$ cat src/rtl/pattern_serializer_if.sv
// pattern_serializer_if
//   Bundles the request side (Start/Data/Len/Repeat) and the serial output
//   side (X/XValid/Busy/Done/state1) of the pattern serializer.
//   master : the requester / observer (drives Start, Data, Len, Repeat)
//   slave  : the serializer itself (drives X, XValid, Busy, Done, state1)
interface pattern_serializer_if #(
  parameter int WIDTH = 8,
  parameter int LEN_W = 4,
  parameter int REP_W = 4
);
  logic             Start;
  logic [WIDTH-1:0] Data;
  logic [LEN_W-1:0] Len;
  logic [REP_W-1:0] Repeat;
  logic             X;
  logic             XValid;
  logic             Busy;
  logic             Done;
  logic [1:0]       state1;

  modport master (
    output Start, Data, Len, Repeat,
    input  X, XValid, Busy, Done, state1
  );

  modport slave (
    input  Start, Data, Len, Repeat,
    output X, XValid, Busy, Done, state1
  );
endinterface

$ cat src/rtl/pattern_serializer.sv
// pattern_serializer
//   Latches a parallel pattern on Start and shifts it out LSB first, one bit
//   per clock on X, for Len bits per pass and Repeat passes, with a single
//   idle gap cycle between passes and a one-cycle Done pulse at the end.
//   Moore machine: every output decodes from registered state only.
// Ports
//   Clk  : clock, all state changes on the rising edge
//   Clr  : asynchronous active-high reset (aborts any transfer, no Done)
//   bus  : slave side of pattern_serializer_if
//          in  Start, Data[WIDTH], Len[LEN_W], Repeat[REP_W]
//          out X, XValid, Busy, Done, state1[2]
module pattern_serializer #(
  parameter int WIDTH = 8,
  parameter int LEN_W = 4,
  parameter int REP_W = 4
) (
  input  logic                 Clk,
  input  logic                 Clr,
  pattern_serializer_if.slave  bus
);

  typedef enum logic [1:0] {
    IDLE  = 2'b00,
    SHIFT = 2'b01,
    GAP   = 2'b10,
    DONE  = 2'b11
  } state_t;

  state_t           state_reg,   state_next;
  logic [WIDTH-1:0] shreg_reg,   shreg_next;
  logic [WIDTH-1:0] pattern_reg, pattern_next;
  logic [LEN_W-1:0] len_reg,     len_next;
  logic [LEN_W-1:0] bitcnt_reg,  bitcnt_next;
  logic [REP_W-1:0] passcnt_reg, passcnt_next;

  logic [LEN_W-1:0] len_clamped;
  logic [REP_W-1:0] rep_eff;

  // Normalise the request so the counters start at >= 1 and never wrap.
  always_comb begin
    len_clamped = bus.Len;
    if (bus.Len == '0)
      len_clamped = LEN_W'(1);
    else if (bus.Len > LEN_W'(WIDTH))
      len_clamped = LEN_W'(WIDTH);
  end

  assign rep_eff = (bus.Repeat == '0) ? REP_W'(1) : bus.Repeat;

  always_ff @(posedge Clk or posedge Clr) begin
    if (Clr) begin
      state_reg   <= IDLE;
      shreg_reg   <= '0;
      pattern_reg <= '0;
      len_reg     <= '0;
      bitcnt_reg  <= '0;
      passcnt_reg <= '0;
    end else begin
      state_reg   <= state_next;
      shreg_reg   <= shreg_next;
      pattern_reg <= pattern_next;
      len_reg     <= len_next;
      bitcnt_reg  <= bitcnt_next;
      passcnt_reg <= passcnt_next;
    end
  end

  always_comb begin
    state_next   = state_reg;
    shreg_next   = shreg_reg;
    pattern_next = pattern_reg;
    len_next     = len_reg;
    bitcnt_next  = bitcnt_reg;
    passcnt_next = passcnt_reg;

    case (state_reg)
      IDLE: begin
        if (bus.Start) begin
          // Keep a private copy of the request so later input changes
          // cannot disturb the transfer or its repeats.
          pattern_next = bus.Data;
          shreg_next   = bus.Data;
          len_next     = len_clamped;
          bitcnt_next  = len_clamped;
          passcnt_next = rep_eff;
          state_next   = SHIFT;
        end
      end

      SHIFT: begin
        if (bitcnt_reg == LEN_W'(1)) begin
          passcnt_next = passcnt_reg - REP_W'(1);
          if (passcnt_reg == REP_W'(1)) begin
            shreg_next  = {1'b0, shreg_reg[WIDTH-1:1]};
            bitcnt_next = '0;
            state_next  = DONE;
          end else begin
            // Rearm for the next pass during the gap cycle.
            shreg_next  = pattern_reg;
            bitcnt_next = len_reg;
            state_next  = GAP;
          end
        end else begin
          shreg_next  = {1'b0, shreg_reg[WIDTH-1:1]};
          bitcnt_next = bitcnt_reg - LEN_W'(1);
        end
      end

      GAP: begin
        state_next = SHIFT;
      end

      DONE: begin
        state_next = IDLE;
      end
    endcase
  end

  assign bus.XValid = (state_reg == SHIFT);
  assign bus.X      = (state_reg == SHIFT) & shreg_reg[0];
  assign bus.Busy   = (state_reg != IDLE);
  assign bus.Done   = (state_reg == DONE);
  assign bus.state1 = state_reg;

endmodule
$ cat src/flat_wrapper.sv
// flat-port wrapper written by rule: the top's interface ports become plain ports
module pattern_serializer_flat 
#(
  parameter int WIDTH = 8,
  parameter int LEN_W = 4,
  parameter int REP_W = 4
)
  (Clk, Clr, bus_Start, bus_Data, bus_Len, bus_Repeat, bus_X, bus_XValid, bus_Busy, bus_Done, bus_state1);
  pattern_serializer_if #(.WIDTH(WIDTH), .LEN_W(LEN_W), .REP_W(REP_W)) bus_i ();
  input  logic Clk;
  input  logic Clr;
  input wire logic [$bits(bus_i.Start)-1:0] bus_Start;
  input wire logic [$bits(bus_i.Data)-1:0] bus_Data;
  input wire logic [$bits(bus_i.Len)-1:0] bus_Len;
  input wire logic [$bits(bus_i.Repeat)-1:0] bus_Repeat;
  output wire logic [$bits(bus_i.X)-1:0] bus_X;
  output wire logic [$bits(bus_i.XValid)-1:0] bus_XValid;
  output wire logic [$bits(bus_i.Busy)-1:0] bus_Busy;
  output wire logic [$bits(bus_i.Done)-1:0] bus_Done;
  output wire logic [$bits(bus_i.state1)-1:0] bus_state1;
  assign bus_i.Start = bus_Start;
  assign bus_i.Data = bus_Data;
  assign bus_i.Len = bus_Len;
  assign bus_i.Repeat = bus_Repeat;
  assign bus_X = bus_i.X;
  assign bus_XValid = bus_i.XValid;
  assign bus_Busy = bus_i.Busy;
  assign bus_Done = bus_i.Done;
  assign bus_state1 = bus_i.state1;
  pattern_serializer #(.WIDTH(WIDTH), .LEN_W(LEN_W), .REP_W(REP_W)) u_core (.Clk(Clk), .Clr(Clr), .bus(bus_i));
endmodule
$ cat config.mk
export PLATFORM = sky130hd
export DESIGN_NAME = pattern_serializer_flat
export DESIGN_NICKNAME = d
export VERILOG_FILES = /design/src/rtl/pattern_serializer_if.sv /design/src/rtl/pattern_serializer.sv /design/src/flat_wrapper.sv
export SDC_FILE = /design/constraint.sdc
export NUM_CORES = 1
export LEC_CHECK = 0
export CAP_MARGIN = 15
export CELL_PAD_IN_SITES_DETAIL_PLACEMENT = 0
export CELL_PAD_IN_SITES_GLOBAL_PLACEMENT = 2
export CORE_UTILIZATION = 35
export CTS_CLUSTER_SIZE = 24
export DETAILED_ROUTE_END_ITERATION = 6
export PLACE_DENSITY = 0.93
export SLEW_MARGIN = 10
export SYNTH_ARGS = -nofsm -noshare
export SYNTH_HDL_FRONTEND = slang
export SYNTH_SLANG_ARGS = --single-unit
$ cat constraint.sdc
create_clock -name Clk -period 3.8 [get_ports Clk]
set_input_delay 0.76 -clock Clk [delete_from_list [all_inputs] [get_ports Clk]]
set_output_delay 0.76 -clock Clk [all_outputs]
set_load 0.02 [all_outputs]
======== After elaboration in Yosys (flattened, before gate mapping) ========
Cells that the tools add are included.
W data, S select, Z words.
cells by class
  add/subtract/negate cells ............... 2
  $lt $le $gt $ge ......................... 1
  equality and inequality tests ........... 7
  mux-type cells .......................... 18
  bitwise gates (word level) .............. 1
  reduce and logical (&&, ||, !) cells .... 9
operators with widths
  operator               count
  $mux W4                8
  $mux W8                3
  $pmux W4 S2            2
  $pmux W8 S2            1
  $eq A4 B1 Y1 const B   2
  $logic_not A4 Y1       2
  $pmux W2 S4            1
  $sub A4 B1 Y4 const B  2
  $reduce_and A2 Y1      3
  $eq A2 B2 Y1 const B   2
  $gt A4 B4 Y1 const B   1
  $mux W2                2
  $reduce_bool A2 Y1     2
  $reduce_and A3 Y1      1
  $eq A2 B1 Y1 const B   1
  $logic_not A2 Y1       1
  $ne A2 B1 Y1 const B   1
  $ne A2 B2 Y1 const B   1
  $and A1 B1 Y1          1
  $mux W1                1
word-level totals
  register bits ........................... 30
  input bits .............................. 19
  word-level logic and storage cells ...... 44

======== Depth between registers and ports, before layout ========
Gate-level depths: netlist of the first run.
  word-level depth ........................ 5
  gate-level depth with buffers ........... 7
  mapped depth without buffers ............ 6

======== Worst setup path before layout of the first run ========
Ideal clock, no wire load.
  path type ............................... flip-flop to output port
  start ................................... register u_core.state_reg[1] (netlist: u_core.bus.state1[1])
  end ..................................... output port bus_X
  arrival ................................. 1554 ps
  path slack .............................. 1486 ps
  stages on the path, launching flop included .. 7
  path through ............................ dfrtp_1 > buf_2 > nand2b_1 > clkbuf_2 > inv_1 > buf_2 > and2_1
between the ends
  longest elaborated chain between the ends .. 2
ends and longest elaborated chain
  item                      line                       RTL
  start: declaration        pattern_serializer.sv:29   state_t state_reg, state_next;
  start signal: assignment  pattern_serializer.sv:59   state_reg <= state_next;
  $eq A2 B1 Y1              --
  via bus_XValid            flat_wrapper.sv:17         output wire logic [$bits(bus_i.XValid)-1:0] bus_XValid;
  $and A1 B1 Y1             pattern_serializer.sv:120  assign bus.X = (state_reg == SHIFT) & shreg_reg[0];
  end: declaration          flat_wrapper.sv:16         output wire logic [$bits(bus_i.X)-1:0] bus_X;
The timed path passes the listed nets, and every way through them passes these cells.

======== Final worst setup path of the first run ========
  start ................................... register u_core.state_reg[1] (netlist: u_core.bus.state1[1])
  end ..................................... output port bus_XValid
between the ends
  longest elaborated chain between the ends .. 1
ends and longest elaborated chain
  item              line                       RTL
  $eq A2 B1 Y1      pattern_serializer.sv:119  assign bus.XValid = (state_reg == SHIFT);
  end: declaration  flat_wrapper.sv:17
Every way passes these cells.

==> out/qor.yml, run 1 <==
clkSlewWorstSetupHoldPaths_ns: 0.06
synth_fp_nets: 190
seq_area_um2: 751
n_fill_cell: 393
yosysSeqAreaShare: 0.486
num_antenna_cells: 0
p_leak_uw: 0.000856
path_class: "reg2out"
total_power_uw: 1470
synth_top_area_frac: 0.486
start_util: 0.375
final-hold-violation-count: 0
drive_gt1_frac: 0.0773
r2r-start: "u_core.bitcnt_reg[1]"
cp-start-kind: "flop"
multi_input_area_um2: 706
met2_usage: 0.260
rsz0062_at_grt: "no"
drt_wl_total_um: 3540
use_met3: 0.0433
use_met1: 0.239
overflow: 0
synth_compound_area_frac: 0.183
place_hpwl_um: 2480
worstMarginPinSlew_ns: 0.807
vdd_ir_drop_max_v: 0.000286
detail-route-antenna-nets: 0
synth_edf_count: 0
hp-class: "reg2reg"
synth_area_leaders: "dfrtp_1, nand2_1, mux2i_1"
numClockSinks: 30
grt_busiest_layer: "met2"
worst_clock_skew_ns: 0.00139
die_y_um: 68.4
area_delta_synth_final_pct: 24.0
num_vias: 1277
grt_pass1_vias: 1205
min_period_over_period: 0.772
maxCapViolations: 0
fmax_mhz: 341
utilization: 0.465
finalSetupTns_ns: 0
ioPinCount: 25
grt_max_degree: 31
portBuffers: 24
path_max_fanout: 10
worstHoldStart: "u_core.pattern_reg[7]"
avgSynthCellArea_um2: 9.25
yosysWarnings: 0
critPathCaptureType: "output port"
min_period_ns: 2.93
crit_arrival_ns: 2.17
synthAdderAreaFrac: 0.0324
cts_inserted_buffers: 5
insertion_delay_ns: 0.28
synth_area_um2: 1540
die-area_um2: 4680
synth-async-reset-ratio: 1.00
dr.pass1.iters: 4
grt_use_total: 0.177
die_width_um: 68.4
p_per_area_nw_per_um2: 768
nNetsFinal: 216
clock_path_buffers: 2
htree_levels: 2
syn_inst: 167
synthSimpleGateAreaFrac: 0.189
cts_setup_buffers: 0
grt_pass1_wl_um: 5880
wl_per_cell_um: 14.5
cts_tree: "done"
status: "completed"
synth_top_family_by_area: "simple AND/OR/NAND/NOR gates"
max-slew-margin-rel: 0.460
core_um2: 4120
rows: 23
synth-seq-cells: 30
grt_antenna_before_repair: 0
synth_xor_area_frac: 0
cts_hold_buffers: 0
yosysTopAreaCell: "dfrtp_1"
cts_resized: 0
drv_slew: 0
synth.area.mux_share: 0.0527
startpoint: "u_core.bus.state1[1]"
globalplace.congestion: 0.770
cts_root_buffer: "clkbuf_8"
drc_errors: 0
synth-main-ff-cell: "dfrtp_1"
vias_per_cell: 5.23
worstPathRequired_ns: 3.04
finalSetupViolCount: 0
drtIter0Drc: 157
ys_types: 34
[final timing paths]
| path | to | slack (ns) | depth (start not counted) |
|---|---|---|---|
| worst max-delay path | bus_XValid | 0.87 | 4 |
| worst min-delay path | u_core.pattern_reg[7] | 0.48 | 2 |
| worst max register to register | u_core.bitcnt_reg[1] | 1.70 | 6 |
| worst min register to register | u_core.pattern_reg[7] | 0.48 | 2 |
| max in group asynchronous | u_core.bitcnt_reg[3] | 2.66 | 3 |
| min in group asynchronous | u_core.pattern_reg[2] | 0.86 | 3 |
[cells in the mapped netlist (all sizes together), types with 2 or more instances]
library cell  instances
o22a                  2
nand3                 5
a211oi                2
nand2b                6
o22ai                 8
a221oi                2
clkbuf                4
a22o                  3
buf                   4
nor2                 12
a21oi                12
o21ai                 7
nor3                  5
mux2i                 7
inv                  11
ha                    4
nand2                32
dfrtp                30
[critical path, cell delays in order, from the launching register on]
cell and delay [ns]:
dfrtp_1 0.46, nand2b_1 0.32, inv_1 0.28, buf_4 0.22
clkdlybuf4s50_1 0.61
[placed cells by master (no fill, tap or decap), types with 2 or more instances in the layout]
cell type | netlist | layout
nand2_1 | 31 | 31
dfrtp_1 | 30 | 30
clkdlybuf4s50_1 | 0 | 24
nor2_1 | 12 | 12
inv_1 | 11 | 11
a21oi_1 | 11 | 11
o22ai_1 | 8 | 8
o21ai_0 | 7 | 7
mux2i_1 | 7 | 7
nand2b_1 | 6 | 6
clkbuf_8 | 0 | 6
nand3_1 | 5 | 5
nor3_1 | 5 | 5
ha_1 | 4 | 4
buf_4 | 0 | 3
a221oi_1 | 2 | 2
a211oi_1 | 2 | 2
a22o_1 | 2 | 2
o22a_1 | 2 | 2
[metrics by stage]
stage / hold slack, ns / setup slack, ns / cell area (µm²) / std cells
after floorplan: 0.445 / 1.49 / 1540 / 167
after global placement: 0.465 / 1.24 / 1820 / 236
after detailed placement: 0.464 / 1.18 / 1820 / 236
after CTS: 0.480 / 0.865 / 1910 / 244
after global routing: 0.494 / 0.736 / 1910 / 244
final: 0.478 / 0.866 / 1910 / 244
[per-layer routing]
layer	wire length (µm)	share of wire
met2	1600	0.45
met3	128	0.036
met1	1750	0.49
met4	67	0.019
met5	0	0
[cell type report]
class / count / share of cell area
clock buffer: 7 / 0.0451
multi-input combinational: 118 / 0.369
sequential: 30 / 0.392
clock inverter: 1 / 0.00261
timing repair buffer: 27 / 0.137
inverter: 11 / 0.0216
tap: 50 / 0.0327
[power breakdown]
part           total [µW]  switching (µW)  internal [µW]
clock                 264             118            146
sequential            583             115            468
combinational         624             337            287
total                1470             570            901
[kinds of logic (layout without fill, tap and decap cells)]
kind of cell	Yosys count	in the layout
compound gates	42	42
fa+ha+maj	4	4
buf+inv	19	46
flops	30	30
mux	8	8
simple gates	64	64
No activity file was read; power rests on OpenSTA's default activity.
==> run 2: changes to the inputs <==
CORE_UTILIZATION = 29   (was 35)
PLACE_DENSITY = 0.83   (was 0.93)
clock period = 2.45 ns   (was 3.8 ns; I/O delays follow)
==> out/qor.yml, run 2 (same netlist as run 1, synthesis figures left out) <==
die-area_um2: 5620  # +20%
place_hpwl_um: 2590  # +4.6%
cts_tree: "done"
p_per_area_nw_per_um2: 1170  # +52%
cts_root_buffer: "clkbuf_8"
rr_worst_depth: 7  # +1
dr.pass1.iters: 4  # unchanged
area_delta_synth_final_pct: 29.5
insertion_delay_ns: 0.29  # about the same
vdd_ir_drop_max_v: 0.000464  # +63%
cts_inserted_buffers: 5  # unchanged
finalSetupTns_ns: 0  # unchanged
status: "completed"
num_antenna_cells: 0  # unchanged
wl_per_cell_um: 13.3  # -8.3%
clock_path_buffers: 2  # unchanged
htree_levels: 2  # unchanged
detail-route-antenna-nets: 0  # unchanged
finalHoldWorstSlack_ns: 0.480  # +0.00168 ns
worstMarginPinSlew_ns: 0.383  # -0.425 ns
drc_errors: 0  # unchanged
numClockSinks: 30  # unchanged
start_util: 0.302  # -0.0729
finalInstanceArea_um2: 2000  # +4.4%
ioPinCount: 25  # unchanged
endpoint: "bus_X"
fmax_mhz: 449
vias_per_cell: 4.69  # -10%
cts_hold_buffers: 0  # unchanged
worstPathRequired_ns: 1.96  # -1.08 ns
maxCapViolations: 0  # unchanged
rows: 26  # +13%
critPathCaptureType: "output port"
crit_arrival_ns: 1.74  # -0.43 ns
path_class: "reg2out"
finalSetupViolCount: 0  # unchanged
drt_wl_total_um: 3620  # +2.2%
min_period_over_period: 0.909
grt_pass1_vias: 1219  # +1.2%
rsz0062_at_grt: "no"
die_width_um: 75.0  # +9.6%
overflow: 0  # unchanged
globalplace.congestion: 0.759  # -1.4%
grt_pass1_wl_um: 6060  # +3.1%
clkSlewWorstSetupHoldPaths_ns: 0.06  # about the same
grt_max_degree: 31  # unchanged
layout_commonest_cell: "nand2_1"
placed_area_um2: 1910  # +4.7%
die_y_um: 75.0  # +9.6%
hp-class: "reg2reg"
nNetsFinal: 224  # +3.7%
num_vias: 1275  # -0.16%
p_leak_uw: 0.000897  # +4.7%
worst_r2r_endpoint: "u_core.bitcnt_reg[2]"
stdcell_count: 272  # +11%
cts_resized: 0  # unchanged
min_period_ns: 2.23
reg2reg_slack_ns: 0.52  # -1.18 ns
dp_cells: 264  # +12%
cts_setup_buffers: 0  # unchanged
final-hold-violation-count: 0  # unchanged
drtIter0Drc: 127  # -19%
grt_antenna_before_repair: 0  # unchanged
path_max_fanout: 10  # unchanged
drive_gt1_frac: 0.114  # +0.0365
cp-start-kind: "flop"
max-slew-margin-rel: 0.745  # +0.285
core_um2: 5110  # +24%
final_cell_mix: "nand2_1, dfrtp_1, clkdlybuf4s50_1, nor2_1"
grt_use_total: 0.148  # -0.0285
portBuffers: 24  # unchanged
r2r-start: "u_core.bitcnt_reg[1]"
drv_slew: 0  # unchanged
startpoint: "u_core.bus.state1[0]"
worst_clock_skew_ns: 0.00621  # +0.00482 ns
utilization: 0.391  # -0.0737
## run 2: cell types whose count changed in the layout (fill, tap and decap cells not counted), sizes merged
| cell | before | now |
|---|---|---|
| buf | 3 | 11 |
## run 2: area by class of cell
type                       count  area [µm²]
timing repair buffer          35         323
clock buffer                   7        86.3
fill                         515        3110
inverter                      11        41.3
tap                           70        87.6
multi-input combinational    118         706
clock inverter                 1        5.00
sequential                    30         751
## run 2: metal layers
layer | part of all wire | GRT usage | up-vias
met3 | 0.039 | 0.0281 | 5
li1 | - | - | 646
met2 | 0.47 | 0.230 | 22
met1 | 0.48 | 0.196 | 602
met5 | 0 | 0 | -
met4 | 0.013 | 0.0818 | 0
## run 2: worst max-delay path, stage by stage, from the launching register on
cell	delay, ns
dfrtp_1	0.51
nand2b_1	0.11
inv_1	0.11
and2_1	0.13
clkdlybuf4s50_1	0.59
## run 2: metrics by stage
| step | setup WS, ns | power (µW) |
|---|---|---|
| global placement | 0.476 | 1930 |
| finish | 0.224 | 2330 |
| floorplan | 0.406 | 1590 |
| detailed placement | 0.496 | 1940 |
| global route | 0.104 | 2530 |
| CTS | 0.210 | 2360 |
## run 2: report_power, final
| part | internal (µW) | total (µW) | switching (µW) |
|---|---|---|---|
| sequential | 725 | 895 | 169 |
| combinational | 491 | 1030 | 536 |
| clock | 226 | 411 | 185 |
| total | 1440 | 2330 | 891 |
## run 2: worst min path at each step
stage | start | endpoint | cells past startpoint
2_1_floorplan | u_core.pattern_reg[0] | u_core.pattern_reg[0] | 2
3_3_place_gp | u_core.pattern_reg[7] | u_core.pattern_reg[7] | 2
3_5_place_dp | u_core.pattern_reg[7] | u_core.pattern_reg[7] | 2
4_1_cts | u_core.pattern_reg[7] | u_core.pattern_reg[7] | 2
5_1_grt | u_core.len_reg[0] | u_core.len_reg[0] | 1
6_report | u_core.pattern_reg[1] | u_core.pattern_reg[1] | 2
